**config.mk**
```make
export PLATFORM = sky130hd
export DESIGN_NAME = uart_tx_word_feeder_flat
export DESIGN_NICKNAME = d
export VERILOG_FILES = /design/src/rtl/uart_tx_word_feeder_if.sv /design/src/rtl/uart_tx_word_feeder.sv /design/src/flat_wrapper.sv
export SDC_FILE = /design/constraint.sdc
export NUM_CORES = 1
export LEC_CHECK = 0
export ABC_AREA = 1
export CAP_MARGIN = 40
export CELL_PAD_IN_SITES_DETAIL_PLACEMENT = 0
export CELL_PAD_IN_SITES_GLOBAL_PLACEMENT = 2
export CORE_MARGIN = 2
export CORE_UTILIZATION = 45
export DETAILED_ROUTE_END_ITERATION = 8
export DONT_BUFFER_PORTS = 1
export MAX_ROUTING_LAYER = met4
export PLACE_DENSITY_LB_ADDON = 0.1
export SLEW_MARGIN = 5
export SYNTH_ARGS = -nofsm -noshare
export SYNTH_HDL_FRONTEND = slang
export SYNTH_SLANG_ARGS = --single-unit
```
**constraint.sdc**
```tcl
create_clock -name clk -period 5.9 [get_ports clk]
set_input_delay 0.295 -clock clk [delete_from_list [all_inputs] [get_ports clk]]
set_output_delay 0.295 -clock clk [all_outputs]
set_load 0.02 [all_outputs]
```
**src/rtl/uart_tx_word_feeder_if.sv**
```systemverilog
// Bundle of the word-feeder write side and its uart_tx byte-launch side.
//   master: producer/transmitter environment (drives wr_data, wr_valid, tx_busy)
//   slave : the feeder itself (drives wr_ready, fifo_count, tx_data, tx_start, idle)
interface uart_tx_word_feeder_if #(
    parameter int unsigned WORD_W = 32,
    parameter int unsigned DEPTH  = 8
);
    localparam int unsigned CNT_W = $clog2(DEPTH) + 1;

    logic [WORD_W-1:0] wr_data;
    logic              wr_valid;
    logic              wr_ready;
    logic [CNT_W-1:0]  fifo_count;
    logic [7:0]        tx_data;
    logic              tx_start;
    logic              tx_busy;
    logic              idle;

    modport master (
        output wr_data, wr_valid, tx_busy,
        input  wr_ready, fifo_count, tx_data, tx_start, idle
    );

    modport slave (
        input  wr_data, wr_valid, tx_busy,
        output wr_ready, fifo_count, tx_data, tx_start, idle
    );
endinterface

```
**src/rtl/uart_tx_word_feeder.sv**
```systemverilog
// Buffers WORD_W-bit result words in a small FIFO and serializes each word,
// LSB byte first, onto the uart_tx byte interface, honouring its busy flag.
// Optional macro UART_FEEDER_CHECKSUM_EN appends one XOR checksum byte per word.
// Ports:
//   clk, rst        clock; asynchronous active-high reset
//   bus (slave)     wr_data/wr_valid/wr_ready  word write handshake
//                   fifo_count                 stored words (registered)
//                   tx_data/tx_start/tx_busy   uart_tx byte launch handshake
//                   idle                       FIFO empty and FSM idle
module uart_tx_word_feeder #(
    parameter int unsigned WORD_W = 32,
    parameter int unsigned DEPTH  = 8
) (
    input  logic                 clk,
    input  logic                 rst,
    uart_tx_word_feeder_if.slave bus
);
    localparam int unsigned BYTES = WORD_W / 8;
    localparam int unsigned PTR_W = $clog2(DEPTH);
    localparam int unsigned CNT_W = PTR_W + 1;
`ifdef UART_FEEDER_CHECKSUM_EN
    localparam int unsigned NBYTES = BYTES + 1;
`else
    localparam int unsigned NBYTES = BYTES;
`endif
    localparam int unsigned IDX_W = ($clog2(NBYTES) > 0) ? $clog2(NBYTES) : 1;

    typedef enum logic [1:0] {
        S_IDLE  = 2'd0,
        S_ISSUE = 2'd1,
        S_ACK   = 2'd2,
        S_DONE  = 2'd3
    } state_t;

    logic [WORD_W-1:0] mem [DEPTH];
    logic [PTR_W-1:0]  wr_ptr;
    logic [PTR_W-1:0]  rd_ptr;
    logic [CNT_W-1:0]  count_q;
    state_t            state;
    logic [WORD_W-1:0] word_reg;
    logic [IDX_W-1:0]  byte_idx;
    logic              tx_start_q;
    logic [7:0]        tx_data_q;
    logic [7:0]        cur_byte;
    logic              push;
    logic              pop;

    // Pop only from S_IDLE on the registered count, so a word is never bypassed
    assign bus.wr_ready   = (count_q < CNT_W'(DEPTH));
    assign push           = bus.wr_valid && bus.wr_ready;
    assign pop            = (state == S_IDLE) && (count_q != '0);
    assign bus.fifo_count = count_q;
    assign bus.tx_start   = tx_start_q;
    assign bus.tx_data    = tx_data_q;
    assign bus.idle       = (state == S_IDLE) && (count_q == '0);

`ifdef UART_FEEDER_CHECKSUM_EN
    logic [7:0] csum_reg;

    function automatic logic [7:0] word_xor(input logic [WORD_W-1:0] w);
        logic [7:0] acc;
        acc = '0;
        for (int unsigned i = 0; i < BYTES; i++) begin
            acc = acc ^ w[8*i +: 8];
        end
        return acc;
    endfunction
`endif

    // Byte selected by byte_idx; the index past the data bytes is the checksum
    always_comb begin
        cur_byte = '0;
        for (int unsigned i = 0; i < BYTES; i++) begin
            if (byte_idx == IDX_W'(i)) begin
                cur_byte = word_reg[8*i +: 8];
            end
        end
`ifdef UART_FEEDER_CHECKSUM_EN
        if (byte_idx == IDX_W'(BYTES)) begin
            cur_byte = csum_reg;
        end
`endif
    end

    // FIFO storage (data only, not reset)
    always_ff @(posedge clk) begin
        if (push) begin
            mem[wr_ptr] <= bus.wr_data;
        end
    end

    // FIFO pointers and occupancy
    always_ff @(posedge clk or posedge rst) begin
        if (rst) begin
            wr_ptr  <= '0;
            rd_ptr  <= '0;
            count_q <= '0;
        end else begin
            if (push) begin
                wr_ptr <= wr_ptr + PTR_W'(1);
            end
            if (pop) begin
                rd_ptr <= rd_ptr + PTR_W'(1);
            end
            case ({push, pop})
                2'b10:   count_q <= count_q + CNT_W'(1);
                2'b01:   count_q <= count_q - CNT_W'(1);
                default: count_q <= count_q;
            endcase
        end
    end

    // Byte sequencer: pop word, then issue/ack/done per byte
    always_ff @(posedge clk or posedge rst) begin
        if (rst) begin
            state      <= S_IDLE;
            word_reg   <= '0;
            byte_idx   <= '0;
            tx_start_q <= 1'b0;
            tx_data_q  <= '0;
`ifdef UART_FEEDER_CHECKSUM_EN
            csum_reg   <= '0;
`endif
        end else begin
            tx_start_q <= 1'b0;
            case (state)
                S_IDLE: begin
                    if (pop) begin
                        word_reg <= mem[rd_ptr];
                        byte_idx <= '0;
                        state    <= S_ISSUE;
`ifdef UART_FEEDER_CHECKSUM_EN
                        csum_reg <= word_xor(mem[rd_ptr]);
`endif
                    end
                end
                S_ISSUE: begin
                    if (!bus.tx_busy) begin
                        tx_data_q  <= cur_byte;
                        tx_start_q <= 1'b1;
                        state      <= S_ACK;
                    end
                end
                S_ACK: begin
                    if (bus.tx_busy) begin
                        state <= S_DONE;
                    end
                end
                S_DONE: begin
                    if (!bus.tx_busy) begin
                        if (byte_idx < IDX_W'(NBYTES - 1)) begin
                            byte_idx <= byte_idx + IDX_W'(1);
                            state    <= S_ISSUE;
                        end else begin
                            state <= S_IDLE;
                        end
                    end
                end
                default: state <= S_IDLE;
            endcase
        end
    end
endmodule

```
**src/flat_wrapper.sv**
```systemverilog
// flat-port wrapper written by rule: the top's interface ports become plain ports
module uart_tx_word_feeder_flat 
#(
    parameter int unsigned WORD_W = 32,
    parameter int unsigned DEPTH  = 8
)
  (clk, rst, bus_wr_data, bus_wr_valid, bus_tx_busy, bus_wr_ready, bus_fifo_count, bus_tx_data, bus_tx_start, bus_idle);
  uart_tx_word_feeder_if #(.WORD_W(WORD_W), .DEPTH(DEPTH)) bus_i ();
  input  logic clk;
  input  logic rst;
  input wire logic [$bits(bus_i.wr_data)-1:0] bus_wr_data;
  input wire logic [$bits(bus_i.wr_valid)-1:0] bus_wr_valid;
  input wire logic [$bits(bus_i.tx_busy)-1:0] bus_tx_busy;
  output wire logic [$bits(bus_i.wr_ready)-1:0] bus_wr_ready;
  output wire logic [$bits(bus_i.fifo_count)-1:0] bus_fifo_count;
  output wire logic [$bits(bus_i.tx_data)-1:0] bus_tx_data;
  output wire logic [$bits(bus_i.tx_start)-1:0] bus_tx_start;
  output wire logic [$bits(bus_i.idle)-1:0] bus_idle;
  assign bus_i.wr_data = bus_wr_data;
  assign bus_i.wr_valid = bus_wr_valid;
  assign bus_i.tx_busy = bus_tx_busy;
  assign bus_wr_ready = bus_i.wr_ready;
  assign bus_fifo_count = bus_i.fifo_count;
  assign bus_tx_data = bus_i.tx_data;
  assign bus_tx_start = bus_i.tx_start;
  assign bus_idle = bus_i.idle;
  uart_tx_word_feeder #(.WORD_W(WORD_W), .DEPTH(DEPTH)) u_core (.clk(clk), .rst(rst), .bus(bus_i));
endmodule
```
==> metrics.md <==
| Metric | Value |
|---|---|
| Outcome | completed |
| Sequential area share after synthesis | 70.3% |
| Leak Pwr | 5.70 nW |
| Clk_lat worst skew | 0.52 ns |
| Setup violators final | 0 |
| Mapped Cells | 1,086 |
| Via count | 7,788 |
| Final Hold Viols | 0 |
| Vias in the first global route | 7,558 |
| Clock-pin slew on the worst setup and hold paths | 0.06 ns |
| Number of synthesis warnings | 0 |
| CP arrival | 3.08 ns |
| Chip Width | 173 microns |
| EDFF count, synth | 256 |
| Slowest-stage cell, CP | buf_4 |
| Final wirelength | 28.0 mm |
| Largest delay contributor family on the critical path | buffers and inverters |
| Worst setup path class | flip-flop to flip-flop |
| Io pins | 51 |
| Global-route wire length before repair | 44.4 mm |
| Hold Path Class | input pin to flip-flop |
| Share of layout cells above drive strength 1 | 6.67% |
| Max FO, Critical Path | 39 |
| Initial cell density of the core | 46.0% |
| Core footprint | 28,000 sq um |
| Slew Limit Fails | 0 |
| Max_cap viols | 0 |
| CP Buf/Inv Count | 4 |
| Tmin final | 2.62 ns |
| Post-Route Setup TNS | 0 ns |
| Avg WL per Cell | 18.5 microns |
| Port Buf Inserts | 0 |
| Cell taking the most area after synthesis | edfxtp_1 |
| Synthesized Nets | 1,135 |
| 1st-iter DRT viols | 626 |
| Pwr Density | 508 nW/um^2 |
| Top cell type's share of synthesized area | 59.6% |
| Unrepaired setup endpoints after global routing | no |
| CP Capture Type | flip-flop |
| Syn_area_per_cell | 11.9 sq um |
| CP Cell Sequence | inv_1 -> ha_1 -> inv_1 -> a31oi_4 -> buf_4 -> ha_1 -> inv_1 -> nand2_1 -> nand2_1 -> ha_1 -> a21oi_1 -> xnor2_1 -> nand2_1 -> nand2_1 |
| Total GRT Usage | 19.7% |
| DRC viols | 0 |
| Placed cells | 1,421 |
| Die height | 173 microns |
| CP required | 6.36 ns |
| Crit start category | flip-flop |
| H-tree levels | 2 |
| Post-Syn Area | 12,900 sq um |
| Fmax | 381 MHz |
| Commonest non-fill, non-tap cell in the layout | edfxtp_1 |
| Largest register FFs | 256 |
| Final net count | 1,163 |
| Placement Rows | 61 |
| Congestion Overflow GR | 0 |
| Unique masters post-synth | 23 |
| Root Driver | clkbuf_16 |
| Area Growth Syn to Fin | 13.9% |
| Clock Path Buffers | 3 |
| Largest net degree at the start of global routing | 191 |
| Number of routed nets with antenna violations | 0 |
| CTS Sinks | 311 |
| Worst IR Drop VDD | 0.354 mV |
| Slowest cell delay on critical path | 0.50 ns |
| Commonest cells after routing, fill and taps aside | edfxtp_1, nand2_1, inv_1 |
| Cell repeated most along the worst path | nand2_1 |
| Antenna violations before repair | 0 |
| Slew HR | 49.3% |
| Via-to-Cell Ratio | 5.13 |
| Final period util | 44.5% |
| Pre-antenna DRT Iters | 4 |
| Final Instance Count excl. Fillers | 1,517 |
| GP Congestion | 0.734 |
| Asr flop ratio synth | 17.7% |
| Dpl hpwl | 15.1 mm |
| Antenna diode count | 0 |
| Worst clock skew | 0.0142 ns |
| Worst slew pin tran | 0.761 ns |
| Seq cells post-synth | 311 |
| Main flop type after synthesis | edfxtp_1 |
| Synth top area cells | edfxtp_1, dfrtp_1, nand2_1 |
| CTS Buf Count | 35 |
| Die area | 30,000 sq um |
| CTS tree | yes |
| Post-CTS sizing | 0 |
==> layer usage <==
| metal | routed length [microns] | vias to the layer above | part of all wire, % | GRT usage [%] |
|---|---|---|---|---|
| met4 | 513 | 0 | 1.8 | 4.84 |
| met3 | 1080 | 40 | 3.8 | 2.72 |
| met1 | 13300 | 3776 | 47 | 27.3 |
| met2 | 13200 | 140 | 47 | 31.1 |
| met5 | 0 | - | 0 | - |
| li1 | - | 3832 | - | - |
==> cell type report <==
cell class                 count  area, sq um
inverter                     156          586
sequential                   311         9070
multi-input combinational    560         2980
tap                          378          473
fill                        2452        13300
timing repair buffer          50          473
clock buffer                  49          981
clock inverter                13          121
==> through the flow <==
step / hold WS, ns / area, sq um / setup WS (ns) / utilization (%) / total power [mW]
floorplan: 0.394 / 12900 / 3.01 / - / 4.78
global placement: 0.0778 / 13200 / 3.28 / 47.3 / 5.40
detailed placement: 0.0897 / 13200 / 3.27 / 47.3 / 5.41
CTS: 0.0372 / 14700 / 3.25 / 52.4 / 7.55
global route: 0.0860 / 14700 / 3.01 / 52.4 / 7.97
finish: 0.0488 / 14700 / 3.28 / 52.4 / 7.45
==> final timing paths <==
kind / startpoint / endpoint / slack (ns) / depth (start not counted)
max: u_core.state[0] / u_core.bus.fifo_count[2] / 3.28 / 14
min: bus_wr_valid / u_core.wr_ptr[0] / 0.05 / 3
max reg2reg: u_core.state[0] / u_core.bus.fifo_count[2] / 3.28 / 14
min reg2reg: u_core.word_reg[13] / u_core.word_reg[13] / 0.49 / 2
max in group asynchronous: rst / u_core.rd_ptr[0] / 4.78 / 3
min in group asynchronous: rst / u_core.bus.fifo_count[0] / 0.12 / 2
==> tightest hold or removal path: cells and delay by family <==
kind	cells	cell delay (ns)
simple gates	3	0.24
==> logic make-up after synthesis <==
logic type               after synthesis  share of synthesized area (%)
AND/OR/NAND/NOR                      338                           10.9
buffers and inverters                215                           7.14
XOR/XNOR                               6                          0.408
AO/OA/AOI/OAI                        203                           9.96
flip-flops                           311                           70.3
adder cells (fa/ha/maj)               13                           1.26
==> cell usage after synthesis (2+ instances only) <==
master and instances:
a21oi_1 57, dfrtp_1 55, buf_2 31, inv_1 154, nand4_1 2, nand3_1 100, edfxtp_1 256, o21ai_0 41
buf_4 12, xnor2_1 3, buf_6 4, nor2_2 2, xor2_1 3, o211ai_1 104, nand2_1 212, clkbuf_1 12
nor2_1 20, ha_1 13
==> power breakdown <==
part	internal [mW]	switching [mW]
Combinational	0.705	1.48
Sequential	2.80	0.372
Clock	1.25	0.841
Total	4.76	2.70
==> timing repair <==
action                                  4_1_cts  5_1_grt
hold buffers                                 34        0
setup buffers                                 0        0
endpoints found under the hold margin       263        0
endpoints found under the setup margin        0        0
Power figures use the tool's default switching activity.
